--- config.mk ---
export PLATFORM = sky130hd
export DESIGN_NAME = spiking_neural_network_xor_flat
export DESIGN_NICKNAME = d
export VERILOG_FILES = /design/src/rtl/spiking_neural_network_xor_if.sv /design/src/rtl/spiking_neural_network_xor.sv /design/src/flat_wrapper.sv
export SDC_FILE = /design/constraint.sdc
export NUM_CORES = 1
export LEC_CHECK = 0
export CAP_MARGIN = 15
export CORE_ASPECT_RATIO = 0.9
export CORE_MARGIN = 4
export CORE_UTILIZATION = 29
export CTS_BUF_LIST = sky130_fd_sc_hd__clkbuf_8
export CTS_CLUSTER_SIZE = 16
export DETAILED_ROUTE_END_ITERATION = 8
export GPL_ROUTABILITY_DRIVEN = 0
export SYNTH_ARGS = -nofsm -noshare
export SYNTH_HDL_FRONTEND = slang
export SYNTH_SLANG_ARGS = --single-unit
--- constraint.sdc ---
create_clock -name clk -period 5.93 [get_ports clk]
set_clock_uncertainty 0.05 [all_clocks]
set_input_delay 0.8895 -clock clk [delete_from_list [all_inputs] [get_ports clk]]
set_output_delay 0.8895 -clock clk [all_outputs]
set_load 0.05 [all_outputs]
--- src/rtl/spiking_neural_network_xor_if.sv ---
// rtl/spiking_neural_network_xor_if.sv - host-facing input/result signals of the XOR spiking network
interface spiking_neural_network_xor_if;
  logic in1;
  logic in2;
  logic out;

  modport master (output in1, output in2, input out);
  modport slave (input in1, input in2, output out);
endinterface

--- src/rtl/spiking_neural_network_xor.sv ---
// rtl/spiking_neural_network_xor.sv - integrate-and-fire network computing XOR of two static inputs
module spiking_neural_network_xor #(
  parameter int INT_WIDTH = 4,
  parameter int THRESHOLD = 3,
  parameter int W_EXC     = 2,
  parameter int W_INH     = 4
) (
  input  logic                          clk,
  input  logic                          rst,
  spiking_neural_network_xor_if.slave   bus
);

  localparam int SW = INT_WIDTH + 3;
  localparam logic signed [SW-1:0] L_EXC  = SW'(W_EXC);
  localparam logic signed [SW-1:0] L_INH  = SW'(W_INH);
  localparam logic signed [SW-1:0] L_THR  = SW'(THRESHOLD);
  localparam logic signed [SW-1:0] L_VMAX = SW'((1 << INT_WIDTH) - 1);

  logic                 r_s1, r_s2;
  logic                 r_h1, r_h2, r_o_fire, r_out;
  logic [INT_WIDTH-1:0] r_v_h1, r_v_h2, r_v_o;

  logic signed [SW-1:0] w_sum_h1, w_sum_h2, w_sum_o;
  logic [INT_WIDTH:0]   w_nxt_h1, w_nxt_h2, w_nxt_o;

  // Returns {fire, next_potential}: fire resets v, otherwise v is clamped into range.
  function automatic logic [INT_WIDTH:0] neuron_step(input logic signed [SW-1:0] sum);
    logic [INT_WIDTH:0] res;
    if (sum >= L_THR) begin
      res = '0;
      res[INT_WIDTH] = 1'b1;
    end else if (sum < 0) begin
      res = '0;
    end else if (sum > L_VMAX) begin
      res = {1'b0, L_VMAX[INT_WIDTH-1:0]};
    end else begin
      res = {1'b0, sum[INT_WIDTH-1:0]};
    end
    return res;
  endfunction

  always_comb begin
    w_sum_h1 = signed'({3'b000, r_v_h1}) + (r_s1 ? L_EXC : '0) - (r_s2 ? L_INH : '0);
    w_sum_h2 = signed'({3'b000, r_v_h2}) + (r_s2 ? L_EXC : '0) - (r_s1 ? L_INH : '0);
    w_sum_o  = signed'({3'b000, r_v_o})  + (r_h1 ? L_EXC : '0) + (r_h2 ? L_EXC : '0);
    w_nxt_h1 = neuron_step(w_sum_h1);
    w_nxt_h2 = neuron_step(w_sum_h2);
    w_nxt_o  = neuron_step(w_sum_o);
  end

  always_ff @(posedge clk) begin
    if (rst) begin
      r_s1     <= 1'b0;
      r_s2     <= 1'b0;
      r_v_h1   <= '0;
      r_v_h2   <= '0;
      r_v_o    <= '0;
      r_h1     <= 1'b0;
      r_h2     <= 1'b0;
      r_o_fire <= 1'b0;
      r_out    <= 1'b0;
    end else begin
      r_s1     <= bus.in1;
      r_s2     <= bus.in2;
      r_h1     <= w_nxt_h1[INT_WIDTH];
      r_v_h1   <= w_nxt_h1[INT_WIDTH-1:0];
      r_h2     <= w_nxt_h2[INT_WIDTH];
      r_v_h2   <= w_nxt_h2[INT_WIDTH-1:0];
      r_o_fire <= w_nxt_o[INT_WIDTH];
      r_v_o    <= w_nxt_o[INT_WIDTH-1:0];
      // Sticky: once O has fired, only reset clears the result.
      r_out    <= r_out | w_nxt_o[INT_WIDTH];
    end
  end

  assign bus.out = r_out;

endmodule

--- src/flat_wrapper.sv ---
// flat-port wrapper written by rule: the top's interface ports become plain ports
module spiking_neural_network_xor_flat 
#(
  parameter int INT_WIDTH = 4,
  parameter int THRESHOLD = 3,
  parameter int W_EXC     = 2,
  parameter int W_INH     = 4
)
  (clk, rst, bus_in1, bus_in2, bus_out);
  spiking_neural_network_xor_if bus_i ();
  input  logic clk;
  input  logic rst;
  input wire logic [$bits(bus_i.in1)-1:0] bus_in1;
  input wire logic [$bits(bus_i.in2)-1:0] bus_in2;
  output wire logic [$bits(bus_i.out)-1:0] bus_out;
  assign bus_i.in1 = bus_in1;
  assign bus_i.in2 = bus_in2;
  assign bus_out = bus_i.out;
  spiking_neural_network_xor #(.INT_WIDTH(INT_WIDTH), .THRESHOLD(THRESHOLD), .W_EXC(W_EXC), .W_INH(W_INH)) u_core (.clk(clk), .rst(rst), .bus(bus_i));
endmodule
**Yosys cells after proc, flatten, opt, wreduce, memory -nomap -nowiden**

Index checks and enable logic that the tools add are counted.

- $add $sub $neg: 6
- $lt $le $gt $ge: 9
- Mux-type cells: 15
- Bitwise operators: 1
- Reductions and logical operators: 3

Operator list:

| cell | count |
|---|---|
| $mux 5 | 6 |
| $add 4x7->7 | 3 |
| $ge 7x3->1 const B | 3 |
| $gt 7x5->1 const B | 3 |
| $lt 7x1->1 const B | 3 |
| $sub 7x3->7 | 2 |
| $mux 4 | 3 |
| $reduce_or 3->1 | 3 |
| $mux 2 | 4 |
| $add 7x2->7 | 1 |
| $mux 3 | 2 |
| $or 1x1->1 | 1 |

- Register bits: 17
- Input port bits: 4
- Output and inout bits: 1
- Logic and storage cells: 42

**Longest topological paths before layout**

- Word-level depth: 8
- Mapped depth: 11
- Mapped depth without buffers: 11

**Least setup slack after synthesis**

OpenSTA, ideal clock, no wires.

- Kind: register to register
- From: register u_core.r_v_h1[1]
- To: register u_core.r_v_h1[0]
- Library setup time: 0.059 ns
- Arrival: 2.235 ns
- Required time: 5.821 ns
- Path slack: 3.586 ns
- Stages on the path, launching flop included: 9
- Buffers on the path: 0
- Clock period less this slack: 2.344 ns
- Cells stage by stage: dfxtp_1 > inv_1 > ha_1 > fa_1 > a21boi_1 > or2b_1 > a21oi_1 > nor4_1 > o21a_1

- Longest elaborated chain between the ends: 4
- Elaborated cells on any way between the ends: 7
- Those cells by class: 2 x add/sub; 3 x order compare; 1 x mux; 1 x reduce/logical

Ends and longest elaborated chain:

| what | line | text |
|---|---|---|
| start: declaration | spiking_neural_network_xor.sv:21 | `logic [INT_WIDTH-1:0] r_v_h1, r_v_h2, r_v_o;` |
| start signal: assignment | spiking_neural_network_xor.sv:66 | `r_v_h1 <= w_nxt_h1[INT_WIDTH-1:0];` |
| $add 4x7->7 (*) | spiking_neural_network_xor.sv:43 | `w_sum_h1 = signed'({3'b000, r_v_h1}) + (r_s1 ? L_EXC : '0) - (r_s2 ? L_INH : '0);` |
| $sub 7x3->7 (*) | spiking_neural_network_xor.sv:43 |  |
| $lt 7x1->1, or another cell as far along | spiking_neural_network_xor.sv:32 | `end else if (sum < 0) begin` |
| $reduce_or 3->1 (no source line) or $mux 4 (tied branches) | - |  |

Every way passes the cells marked *; elsewhere a longest branch is shown, timed or not.
A chain may end at the register's enable or synchronous reset.

**Worst setup path after layout**

- From: register u_core.r_s1
- To: register u_core.r_v_h1[1]

- Longest elaborated chain between the ends: 5
- Elaborated cells on any way between the ends: 8
- Those cells by class: 2 x add/sub; 3 x order compare; 2 x mux; 1 x reduce/logical

Ends and longest elaborated chain:

| what | line | text |
|---|---|---|
| start: declaration | spiking_neural_network_xor.sv:19 | `logic r_s1, r_s2;` |
| start signal: assignment | spiking_neural_network_xor.sv:63 | `r_s1 <= bus.in1;` |
| $mux 2 (*) | spiking_neural_network_xor.sv:43 |  |
| $add 4x7->7 (*) | spiking_neural_network_xor.sv:43 |  |
| $sub 7x3->7 (*) | spiking_neural_network_xor.sv:43 |  |
| $lt 7x1->1, or another cell as far along | spiking_neural_network_xor.sv:32 |  |
| $reduce_or 3->1 (no source line) or $mux 4 (tied branches) | - |  |

Marks and branches as above.

==> run summary <==
Die X-Extent: 72.40 microns
met2 wire len: 767 microns
total track usage: 0.08845
Max Used Layer: met4
worst vdd ir: 0.1284 mV
DRC: 0
Crit. End Element: register
Crit path buffers/inverters: 1
final net count: 154
synthesized area per cell: 9.172 sq um
EDFF count, synth: 0
register bit total from synthesis: 17
CP max stage cell: fa_1
CTS Root Cell: clkbuf_8
clk_lat worst skew: 0.25 ns
Setup Viol. Count Final: 0
initial antenna violation count: 0
clock sink count: 17
setup_tns: 0 ns
clock tree from TritonCTS: yes
routed length on met1: 970 microns
Reg clk slew, reported paths: 0.07 ns
Crit path largest cell delay: 0.62 ns
CP startpoint kind: register
CTS buffer count: 3
leakage power: 0.0005459 uW
WP data required: 6.08 ns
vias per inst: 4.559
Worst Path Arrival: 2.88 ns
Worst-Margin Slew: 0.8482 ns
Final Hold Viols: 0
Setup Buffers After CTS: 0
pre-CTS setup slack: 3.259 ns
core area: 3478 sq um
placed cells: 166
Synth warnings: 0
dpl cell area: 1177 sq um
final instance area: 1224 sq um
Die Ht: 65.96 microns
wirelength, routed: 1822 microns
grt ovf: 0
vias: 775
RSZ-0062 raised after global routing: no
synthesized area: 1082 sq um
Rel. slew slack: 0.4199
DRT iter0 DRCs: 15
Seq/Total Area, Yosys: 0.3145
Initial Utilization: 0.3112
post-DP HPWL: 1444 microns
Power Dens Cells: 469.9 nW/um^2
PostCTS Resize Cnt: 0
number of global-route vias before repair: 744
Die Area: 4775 sq um
Top FF cell, synth: dfxtp_1
Port Buffers: 4
fmax: 0.3666 GHz
clock tree buffer depth: 2
Synth Net Count: 145
layout cell share with drive strength beyond 1: 0.03968
ANT cells: 0
critical path type: register to register
ANT nets after route: 0
wire per inst: 10.72 microns
Synth cell types: 28
synthesized instance count: 118
# hold bufs at CTS: 0
row count: 20
min Tclk post-route: 2.727 ns
setup ws final: 3.203 ns
Area growth syn-to-layout: 13.06%
worst min path class: register to register
worst-path maximum fanout: 7
first-pass GRT wire length: 3229 microns
I/O pin cnt: 5
Tcrit/Tclk final: 0.4599
FFs w/ async S/R, synth: 0
CP top delay family: adder cells
pin count of the biggest net entering global routing: 11
status: finished, final reports clean
Slew Limit Fails: 0
Final Non-Filler Cells: 170
CTS H-tree depth: 1
cells along the critical path: inv_1 > ha_1 > fa_1 > a21boi_1 > or2b_1 > a21oi_1 > nor4_1 > o21a_1
drt pass-1 iters: 3
length of routed met3 wiring: 48 microns
hold slack: 0.4466 ns
reported max-cap violation count: 0
## kinds of logic after synthesis
kind of cell	count (synthesis)	share of synthesized area
AOI/OAI and AO/OA	27	0.1746
and+or+nand+nor	25	0.1087
adders and majority gates	24	0.2971
buffers and inverters	21	0.07284
DFF	17	0.3145
xor gates and xnor gates	4	0.03238
## worst min-delay path: cells and delay by family, from the launching register on
| kind | cells | cell delay, ns |
|---|---|---|
| compound gates | 1 | 0.06 |
| simple gates | 1 | 0.07 |
| flops | 1 | 0.33 |
## routing by layer
| layer | up-vias | global-route usage |
|---|---|---|
| li1 | 408 | - |
| met2 | 8 | 0.1318 |
| met5 | - | 0 |
| met3 | 4 | 0.02280 |
| met4 | 0 | 0.04839 |
| met1 | 355 | 0.1156 |
## synthesized netlist by cell type (2+ instances only)
| cell | number | area share |
|---|---|---|
| a2111oi_0 | 2 | 0.016 |
| a21oi_1 | 6 | 0.028 |
| a221o_1 | 2 | 0.018 |
| and2_1 | 2 | 0.012 |
| dfxtp_1 | 17 | 0.31 |
| fa_1 | 3 | 0.055 |
| ha_1 | 20 | 0.23 |
| inv_1 | 21 | 0.073 |
| nand2_1 | 6 | 0.021 |
| nor2_1 | 9 | 0.031 |
| nor2b_1 | 2 | 0.012 |
| o21a_1 | 8 | 0.055 |
| o21ai_0 | 3 | 0.014 |
| xnor2_1 | 3 | 0.024 |
## sequential cells by signal, indices dropped and copies added (netlist names)
| name | flops |
|---|---|
| u_core.r_h1 | 1 |
| u_core.r_v_h1 | 4 |
| u_core.r_s1 | 1 |
| u_core.r_s2 | 1 |
| u_core.r_h2 | 1 |
| u_core.r_v_o | 4 |
| u_core.r_v_h2 | 4 |
| u_core.bus.out | 1 |
## through the flow
step | util | power, uW
after floorplan | - | 420.7
after global placement | 0.3385 | 479.8
after detailed placement | 0.3385 | 487.2
after CTS | 0.3518 | 580.2
after global routing | 0.3518 | 630.1
final | 0.3518 | 575.0
## worst paths after layout
kind         depth (start not counted)           start          endpoint  slack [ns]
max                                  8     u_core.r_s1  u_core.r_v_h1[1]        3.20
min                                  2  u_core.bus.out    u_core.bus.out        0.45
max reg2reg                          8     u_core.r_s1  u_core.r_v_h1[1]        3.20
min reg2reg                          2  u_core.bus.out    u_core.bus.out        0.45
## layout make-up
class                   count  area (sq um)
fillers                   354          2255
repair buffers              4         40.04
clock inverters             1         5.005
clock buffers               3         41.29
multi-input cells          80         663.1
inverters                  21         78.83
well taps                  44         55.05
flip-flops and latches     17         340.3
## layout by cell type (no fill, tap or decap), drive strengths merged, types with 2 or more instances in the layout
| cell type | Yosys | layout |
|---|---|---|
| inv | 21 | 21 |
| ha | 20 | 20 |
| dfxtp | 17 | 17 |
| nor2 | 9 | 9 |
| o21a | 8 | 8 |
| nand2 | 6 | 6 |
| a21oi | 6 | 6 |
| clkdlybuf4s50 | 0 | 4 |
| o21ai | 4 | 4 |
| xnor2 | 3 | 3 |
| fa | 3 | 3 |
| clkbuf | 0 | 3 |
| a2111oi | 2 | 2 |
| a221o | 2 | 2 |
| and2 | 2 | 2 |
| nor2b | 2 | 2 |
## where the power goes
part           switching, uW  internal (uW)
clock                   41.3           46.6
combinational            188            144
sequential              14.7            140
total                    244            331
Note: power is estimated with default switching activity, not from simulation.
